File: src/rtl/barrel_pkg.sv
// Shared constants and types for the shared barrel rotator arbiter.
// Optional grant statistics are enabled with ROT_STATS_EN.
package barrel_pkg;

  localparam int DATA_W = 8;
  localparam int MAG_W  = 3;
  localparam int STAT_W = 16;

  localparam logic DIR_RIGHT = 1'b0;
  localparam logic DIR_LEFT  = 1'b1;

  typedef enum logic {
    ST_EMPTY = 1'b0,
    ST_FULL  = 1'b1
  } rsp_state_e;

  function automatic logic [STAT_W-1:0] sat_inc(
    input logic [STAT_W-1:0] v
  );
    return (&v) ? v : v + 1'b1;
  endfunction

endpackage

File: src/rtl/barrel_rot8.sv
// Combinational 8-bit rotator.
// dir=0 rotates right, dir=1 rotates left, by mag positions.
module barrel_rot8
  import barrel_pkg::*;
(
  input  logic              dir,
  input  logic [MAG_W-1:0]  mag,
  input  logic [DATA_W-1:0] data_i,
  output logic [DATA_W-1:0] data_o
);

  logic [MAG_W-1:0] idx;

  // Each output bit picks its source bit; index math wraps mod 8.
  always_comb begin
    data_o = '0;
    idx    = '0;
    for (int k = 0; k < DATA_W; k++) begin
      if (dir == DIR_LEFT) begin
        idx = MAG_W'(k) - mag;
      end else begin
        idx = MAG_W'(k) + mag;
      end
      data_o[k] = data_i[idx];
    end
  end

endmodule

File: src/rtl/barrel_rot_arbiter.sv
// Round-robin arbiter sharing one barrel_rot8 among NREQ requesters.
// ROT_STATS_EN adds per-requester saturating grant counters.
module barrel_rot_arbiter
  import barrel_pkg::*;
#(
  parameter int NREQ = 4,
  parameter int IDW  = (NREQ <= 2) ? 1 : $clog2(NREQ)
) (
  input  logic                   clk,
  input  logic                   rst_n,
  input  logic [NREQ-1:0]        req_valid,
  output logic [NREQ-1:0]        req_ready,
  input  logic [NREQ-1:0]        req_dir,
  input  logic [MAG_W*NREQ-1:0]  req_mag,
  input  logic [DATA_W*NREQ-1:0] req_data,
  output logic                   rsp_valid,
  input  logic                   rsp_ready,
  output logic [DATA_W-1:0]      rsp_data,
  output logic [IDW-1:0]         rsp_id,
  output logic                   busy
`ifdef ROT_STATS_EN
  ,
  input  logic                   stat_clr,
  output logic [STAT_W*NREQ-1:0] stat_cnt
`endif
);

  rsp_state_e        state_q, state_d;
  logic [IDW-1:0]    ptr_q, ptr_d;
  logic [DATA_W-1:0] rsp_data_q, rsp_data_d;
  logic [IDW-1:0]    rsp_id_q, rsp_id_d;

  logic              found;
  logic [IDW-1:0]    win;
  logic [IDW:0]      sum;
  logic [IDW-1:0]    cand;
  logic              slot_free;
  logic              grant;
  logic              sel_dir;
  logic [MAG_W-1:0]  sel_mag;
  logic [DATA_W-1:0] sel_data;
  logic [DATA_W-1:0] rot_out;

  // Search for the first valid requester starting at the RR pointer.
  always_comb begin
    found = 1'b0;
    win   = '0;
    sum   = '0;
    cand  = '0;
    for (int k = 0; k < NREQ; k++) begin
      sum = {1'b0, ptr_q} + (IDW+1)'(k);
      if (sum >= (IDW+1)'(NREQ)) begin
        sum = sum - (IDW+1)'(NREQ);
      end
      cand = sum[IDW-1:0];
      if (!found && req_valid[cand]) begin
        found = 1'b1;
        win   = cand;
      end
    end
  end

  // Route the winner's operands to the shared rotator.
  always_comb begin
    sel_dir  = req_dir[win];
    sel_mag  = req_mag[win*MAG_W +: MAG_W];
    sel_data = req_data[win*DATA_W +: DATA_W];
  end

  barrel_rot8 u_rot (
    .dir    (sel_dir),
    .mag    (sel_mag),
    .data_i (sel_data),
    .data_o (rot_out)
  );

  // Handshake: grant only when the result slot is free or draining.
  always_comb begin
    slot_free = (state_q == ST_EMPTY) | rsp_ready;
    grant     = found & slot_free;
    req_ready = '0;
    if (grant && rst_n) begin
      req_ready = NREQ'(1) << win;
    end
  end

  // Next state for pointer, result register and occupancy.
  always_comb begin
    ptr_d      = ptr_q;
    rsp_data_d = rsp_data_q;
    rsp_id_d   = rsp_id_q;
    state_d    = state_q;
    if (grant) begin
      ptr_d      = (win == IDW'(NREQ-1)) ? '0 : win + 1'b1;
      rsp_data_d = rot_out;
      rsp_id_d   = win;
    end
    unique case (state_q)
      ST_EMPTY: begin
        if (grant) state_d = ST_FULL;
      end
      ST_FULL: begin
        if (rsp_ready) state_d = grant ? ST_FULL : ST_EMPTY;
      end
      default: state_d = ST_EMPTY;
    endcase
  end

  // Register arbiter and result state.
  always_ff @(posedge clk or negedge rst_n) begin
    if (!rst_n) begin
      state_q    <= ST_EMPTY;
      ptr_q      <= '0;
      rsp_data_q <= '0;
      rsp_id_q   <= '0;
    end else begin
      state_q    <= state_d;
      ptr_q      <= ptr_d;
      rsp_data_q <= rsp_data_d;
      rsp_id_q   <= rsp_id_d;
    end
  end

  assign rsp_valid = (state_q == ST_FULL);
  assign rsp_data  = rsp_data_q;
  assign rsp_id    = rsp_id_q;
  assign busy      = rsp_valid | (|req_valid);

`ifdef ROT_STATS_EN
  logic [STAT_W-1:0] cnt_q [NREQ];
  logic [STAT_W-1:0] cnt_d [NREQ];

  // Count grants per requester; clear wins over a same-cycle grant.
  always_comb begin
    for (int i = 0; i < NREQ; i++) begin
      cnt_d[i] = cnt_q[i];
      if (stat_clr) begin
        cnt_d[i] = '0;
      end else if (req_ready[i]) begin
        cnt_d[i] = sat_inc(cnt_q[i]);
      end
    end
  end

  // Register the grant counters.
  always_ff @(posedge clk or negedge rst_n) begin
    if (!rst_n) begin
      for (int i = 0; i < NREQ; i++) cnt_q[i] <= '0;
    end else begin
      for (int i = 0; i < NREQ; i++) cnt_q[i] <= cnt_d[i];
    end
  end

  // Pack counters onto the flat output bus.
  always_comb begin
    stat_cnt = '0;
    for (int i = 0; i < NREQ; i++) begin
      stat_cnt[i*STAT_W +: STAT_W] = cnt_q[i];
    end
  end
`endif

endmodule

File: config.mk
export PLATFORM = sky130hd
export DESIGN_NAME = barrel_rot_arbiter
export DESIGN_NICKNAME = d
export VERILOG_FILES = /design/src/rtl/barrel_pkg.sv /design/src/rtl/barrel_rot8.sv /design/src/rtl/barrel_rot_arbiter.sv
export SDC_FILE = /design/constraint.sdc
export NUM_CORES = 1
export LEC_CHECK = 0
export CAP_MARGIN = 20
export CORE_AREA = 2 2 61 63
export CTS_CLUSTER_SIZE = 16
export DETAILED_ROUTE_END_ITERATION = 12
export DIE_AREA = 0 0 63 65
export PLACE_DENSITY = 0.84
export SETUP_SLACK_MARGIN = 0.3
export SYNTH_ARGS = -nofsm -noshare
export SYNTH_HDL_FRONTEND = slang
export SYNTH_SLANG_ARGS = --single-unit
File: constraint.sdc
create_clock -name clk -period 4.2 [get_ports clk]
set_input_delay 1.05 -clock clk [delete_from_list [all_inputs] [get_ports clk]]
set_output_delay 1.05 -clock clk [all_outputs]
set_load 0.05 [all_outputs]
# After elaboration in Yosys (flattened, before gate mapping)
# Index checks and enable logic that the tools add are counted.
# W data, S select, Z words.
# word_totals
reg_bits	13
latchBits	0
ramBits	0
mem_bits_ro	0
out_inout_bits	16
elab_cells	112
n_memories	0
# op_classes
n_addsub	23
multipliers	1
div_mod_pow	0
n_lt_le_gt_ge	17
n_eq_ne	1
n_shift	3
n_mux	51
bitwise_logic	4
reduce_logical	8
# op_table
op	n
$lt A3 B4 Y1 const B	8
$shiftx A32 B6 Y8	1
$bmux W1 S3	8
$mux W3	8
$mux W1	19
$mux W2	9
$lt A2 B3 Y1 const B	5
$add A3 B3 Y3 const A	4
$shiftx A12 B5 Y3	1
$sub A3 B3 Y3 const A	4
$bmux W1 S2	5
$ge A3 B3 Y1 const B	3
$sub A2 B1 Y2 const B	4
$add A2 B2 Y3 const B	2
$add A2 B3 Y3 const A	2
$sub A1 B3 Y3 const A	2
$sub A2 B3 Y3 const A	2
$logic_and A1 B1 Y1	4
$mul A2 B2 Y4 const B	1
$mux W4	1
$reduce_or A4 Y1	1
$shl A1 B2 Y4 const A	1
$add A1 B3 Y3 const A	1
$add A2 B1 Y3 const B	1
8 further kinds	11

# Longest topological paths before layout
# depth
word_depth	20
ltp_mapped	12

# Hierarchy
# Synthesis repeated with hierarchy kept, for this count alone.
# hier_totals
hier_cells	144
area_unflattened_um2	1505.2
# modules_own_cells
mod	n_inst	cells_per_inst	area_per_inst_um2	seq_area_each_um2
barrel_rot_arbiter	1	94	1049.8	325.3
barrel_rot8	1	50	455.4	0.0

# Worst setup path after synthesis
# Ideal clock, no wire load.
# synth_path
path_kind	input to output
start	input req_valid[2]
end	output req_ready[3]
arrival_time_ps	2588
required_ps	3150
slack_ps	562
stages	6
path_buffers	1
path_cell_list	inv_1 o22ai_1 a211oi_4 buf_2 ha_1 and3_1
# synth_via
elab_cells_between_ends	26
cone_classes	shift (1); mux (17); bitwise (1); reduce/logical (7)
# synth_rtl
item	line_no	source
start: declaration	barrel_rot_arbiter.sv:11	input logic [NREQ-1:0] req_valid,
$bmux W1 S2	barrel_rot_arbiter.sv:56	if (!found && req_valid[cand]) begin
$mux W1 (implied by the code)	barrel_rot_arbiter.sv:56	
$mux W1	barrel_rot_arbiter.sv:56	
$logic_not A1 Y1	barrel_rot_arbiter.sv:56	
$logic_and A1 B1 Y1	barrel_rot_arbiter.sv:56	
$mux W1	barrel_rot_arbiter.sv:56	
$logic_not A1 Y1	barrel_rot_arbiter.sv:56	
$logic_and A1 B1 Y1	barrel_rot_arbiter.sv:56	
$mux W1	barrel_rot_arbiter.sv:56	
$logic_not A1 Y1	barrel_rot_arbiter.sv:56	
$logic_and A1 B1 Y1	barrel_rot_arbiter.sv:56	
$mux W2 *	barrel_rot_arbiter.sv:56	
via win[0]	barrel_rot_arbiter.sv:34	logic [IDW-1:0] win;
$shl A1 B2 Y4 *	barrel_rot_arbiter.sv:83	req_ready = NREQ'(1) << win;
$mux W4 *	barrel_rot_arbiter.sv:82	if (grant && rst_n) begin
end: declaration	barrel_rot_arbiter.sv:12	output logic [NREQ-1:0] req_ready,
# The timed path passes the listed nets; every way through them passes the cells marked *. The select of a mux whose other input is x is not followed.

# Worst setup path after layout
# layout_path
start	input req_valid[1]
end	register rsp_data_q[6], in the netlist rsp_data[6]
# layout_via
elab_chain_cells	18
elab_cells_between_ends	33
cone_classes	add/sub (2); mul (1); shift (2); mux (21); bitwise (1); reduce/logical (6)
# layout_lines
item	line_no	source
$bmux W1 S2	barrel_rot_arbiter.sv:56	
$mux W1 (implied by the code)	barrel_rot_arbiter.sv:56	
$mux W1	barrel_rot_arbiter.sv:56	
$logic_not A1 Y1	barrel_rot_arbiter.sv:56	
$logic_and A1 B1 Y1	barrel_rot_arbiter.sv:56	
$mux W1	barrel_rot_arbiter.sv:56	
$logic_not A1 Y1	barrel_rot_arbiter.sv:56	
$logic_and A1 B1 Y1	barrel_rot_arbiter.sv:56	
(+2 left out)	--	
$logic_and A1 B1 Y1	barrel_rot_arbiter.sv:56	
$mux W2	barrel_rot_arbiter.sv:56	
$mul A2 B2 Y4	barrel_rot_arbiter.sv:66	sel_mag = req_mag[win*MAG_W +: MAG_W];
$shiftx A12 B5 Y3	barrel_rot_arbiter.sv:66	
$add A3 B3 Y3 / $sub A3 B3 Y3 (equally long branches)	barrel_rot8.sv:22, barrel_rot8.sv:20	
$mux W3	barrel_rot8.sv:19	if (dir == DIR_LEFT) begin
$bmux W1 S3	barrel_rot8.sv:24	data_o[k] = data_i[idx];
$mux W1 (implied by the code)	barrel_rot8.sv:24	
end signal: assignment	barrel_rot_arbiter.sv:119	rsp_data_q <= rsp_data_d;
end: declaration	barrel_rot_arbiter.sv:30	logic [DATA_W-1:0] rsp_data_q, rsp_data_d;
# Several ways; a longest one is shown, not always the timed one. The select of a mux whose other input is x is not followed.
# A chain may end at the register's enable or synchronous reset.

==> summary.txt <==
Outcome
  – Outcome: finished, final reports clean

STA
  – Max Transition Viols Final: 0
  – Fin Hold WS: 0.512 ns
  – Post-route minimum period: between 3 and 4 ns
  – Peak Freq: between 0.2 and 0.3 GHz
  – RSZ-0062 raised after global routing: true
  – Hold Vio Cnt, Final: 0
  – Slew @ Worst Pin: about 0.5 ns
  – Clock Skew: approximately 0.0028 ns
  – Setup tns final: 0 ns
  – Setup violators final: 0
  – Worst-case headroom to the max-slew limit: about two thirds
  – Post-route clock period utilization: between 90 and 100%

Logic synthesis
  – Largest family of logic cells by synthesized area: multiplexers
  – Mapped Area: approximately 0.0015 mm^2
  – Top cells by area, synth: mux2i_1 27%, dfrtp_1 22%, mux2_2 17%, mux4_2 6.2%, ha_1 4.3%
  – Seq cells post-synth: 13
  – Adder-Cell Fraction of Synth Area: under 10%
  – Synth cell types: 27
  – Xor and xnor area share after synthesis: roughly 3.6%
  – Post-synth EDFFs: 0
  – Cell accounting for the most synthesized area: mux2i_1
  – Area share of the largest cell type after synthesis: a little over a quarter
  – Compound-gate portion of the synthesized area: 8.23%
  – Simple-gate portion of the synthesized area: about 6.2%
  – Ys async rst share: 100%
  – Syn_area_per_cell: 10.5 um^2
  – Mux contribution to synthesized area: a little over 50%
  – Cells after Synth: 139
  – Ys flop type: dfrtp_1
  – Sequential cell area fraction in the yosys report: approximately 22%
  – Yosys warns: 0
  – Synthesized Nets: around 200

Die
  – Core area: around 0.0035 mm^2
  – # IOs: between 70 and 80
  – DIE HEIGHT: approximately 65 um
  – Initial Util: between 40% and 50%
  – Die width: 63 um
  – Row cnt: 22
  – Die Area: between 0.004 and 0.005 mm^2

Power and ir drop
  – Pleak: around 1.1 nW
  – Pwr dens: between 700 and 800 mW/mm^2
  – Final Power: about 1.7 mW
  – Maximum vdd ir drop: 0.482 mV

Critical path
  – Critical Path AT: 4.02 ns
  – Setup CP Type: in -> reg
  – CP Launch Type: input port
  – CP required: 4.36 ns
  – Worst R2R Path Depth: 12
  – Worst-path maximum fanout: 6
  – Worst setup EP type: flop

Placed design
  – Port bufs: 70
  – Detailed Place HPWL: around 3.4 mm
  – Placed cell areas: 0.00226 mm^2
  – GP Congestion: ~0.86

Finish
  – Nets: between 200 and 300
  – Fraction of layout cells with a size suffix above 1: between 20% and 30%
  – Most frequent cells in the layout: 64 x clkdlybuf4s50_1, 37 x mux2i_1, 21 x mux2_2
  – Ant. Diodes: 0
  – Synth-to-Final Area Change: 63.7%
  – Fillers: roughly 290
  – Commonest non-fill, non-tap cell in the layout: clkdlybuf4s50_1
  – Total area of sequential cells: about 330 um^2
  – Multi-input logic area: about 0.0011 mm^2
  – Post-route design area: around 0.0024 mm^2

Clock tree
  – Deepest clock path buffer count: 2
  – Later-pin clock latency in the skew report: 0.27 ns
  – Num Clock Sinks: 13
  – CTS Hold Bufs: 0
  – CTS tree: yes
  – CTS root buf: clkbuf_4
  – CTS clk-pin slew, worst paths: 0.08 ns
  – Htree depth: 1
  – Number of CTS-inserted buffers: 3

GRT
  – GR peak layer: met2
  – GR Util met1: 21.6%
  – GR Layer Usage met2: 41.6%
  – GRT Total Usage: a little over a fifth
  – First-pass GRT wire length: about 6.8 mm
  – Met3 usage: under 10%
  – Initial antenna violation count: 0
  – Pin count of the biggest net entering global routing: 19
  – Vias in the first global route: about 1,500
  – Total grt overflow: 0

Worst hold path
  – Hold path depth: 1
  – Min-delay worst type: reg -> reg

Routing
  – Total Wirelength: between 4 and 5 mm
  – DRC viols: 0
  – Starting DRT DRC Count: 22
  – Pre-Repair DR Iteration Count: 5
  – Vias per cell: approximately 5.2
  – Via Count: approximately 1,400
  – Wire length per cell: ~15 um
  – Post-route ant nets: 0

Run
  – Max cap viols: 0
## through the flow
stage	utilization (%)	instances	worst slack (ns)
CTS	67.0	265	0.304
global route	68.3	267	0.268
detailed placement	64.8	257	-0.00421
finish	68.3	267	0.339
global placement	64.8	257	0.148
floorplan	-	139	0.562
## cell type report
cell class	count	area share [%]
Sequential cell	13	13.6
Inverter	8	1.26
Tap cell	48	2.51
Clock buffer	4	1.10
Multi-Input combinational cell	112	46.4
Timing Repair Buffer	82	35.1
## flip-flops by register name, summed over array words and instances (netlist names)
signal and count:
rsp_data 8, ptr_q 2, rsp_id 2, rsp_valid 1
## final timing paths
kind	slack, ns	end	from
min in group asynchronous	1.03	rsp_valid	rst_n
max	0.34	rsp_data[6]	req_valid[1]
max in group asynchronous	2.72	rsp_data[5]	rst_n
max reg2reg	1.16	rsp_data[6]	ptr_q[0]
min	0.51	rsp_data[2]	rsp_data[2]
min reg2reg	0.51	rsp_data[2]	rsp_data[2]
## routing by layer
layer | up-vias | part of all wire [%]
met1 | 671 | 39
li1 | 672 | -
met5 | - | 0
met2 | 38 | 57
met4 | 0 | 0.69
met3 | 4 | 3.7
## timing repair
| action | 4_1_cts | 5_1_grt |
|---|---|---|
| resized for setup | 2 | 9 |
| buffers inserted | 4 | 2 |
| endpoints found under the hold margin | 0 | 0 |
| endpoints found under the setup margin | 5 | 13 |
| pin swaps | 3 | 1 |
## power by group
part	internal, mW	switching (mW)	total (mW)
logic	0.729	0.691	1.42
registers	0.188	0.0470	0.235
clock network	0.0367	0.0394	0.0761
total	0.954	0.777	1.73
## critical path: stages
cell,delay [ns]
clkdlybuf4s50_1,0.55
nand2b_1,0.13
a21oi_1,0.10
a211oi_4,0.27
buf_4,0.20
mux2i_1,0.08
mux2_2,0.31
inv_2,0.14
ha_1,0.20
mux2i_1,0.09
xnor2_1,0.28
mux4_2,0.34
mux2_2,0.28
## synthesized netlist by cell type (4+ instances only)
master	instances
mux2i_1	39
mux2_2	22
dfrtp_1	13
a21oi_1	8
inv_1	7
nor2_1	7
ha_1	5
xnor2_1	5
and3_1	4
buf_2	4
mux4_2	4
## logic make-up after synthesis
kind of cell | count (synthesis)
AOI/OAI and AO/OA | 16
xor gates and xnor gates | 6
DFF | 13
muxes | 67
and+or+nand+nor | 18
buffers and inverters | 14
adders and majority gates | 5
Power figures use the tool's default switching activity.
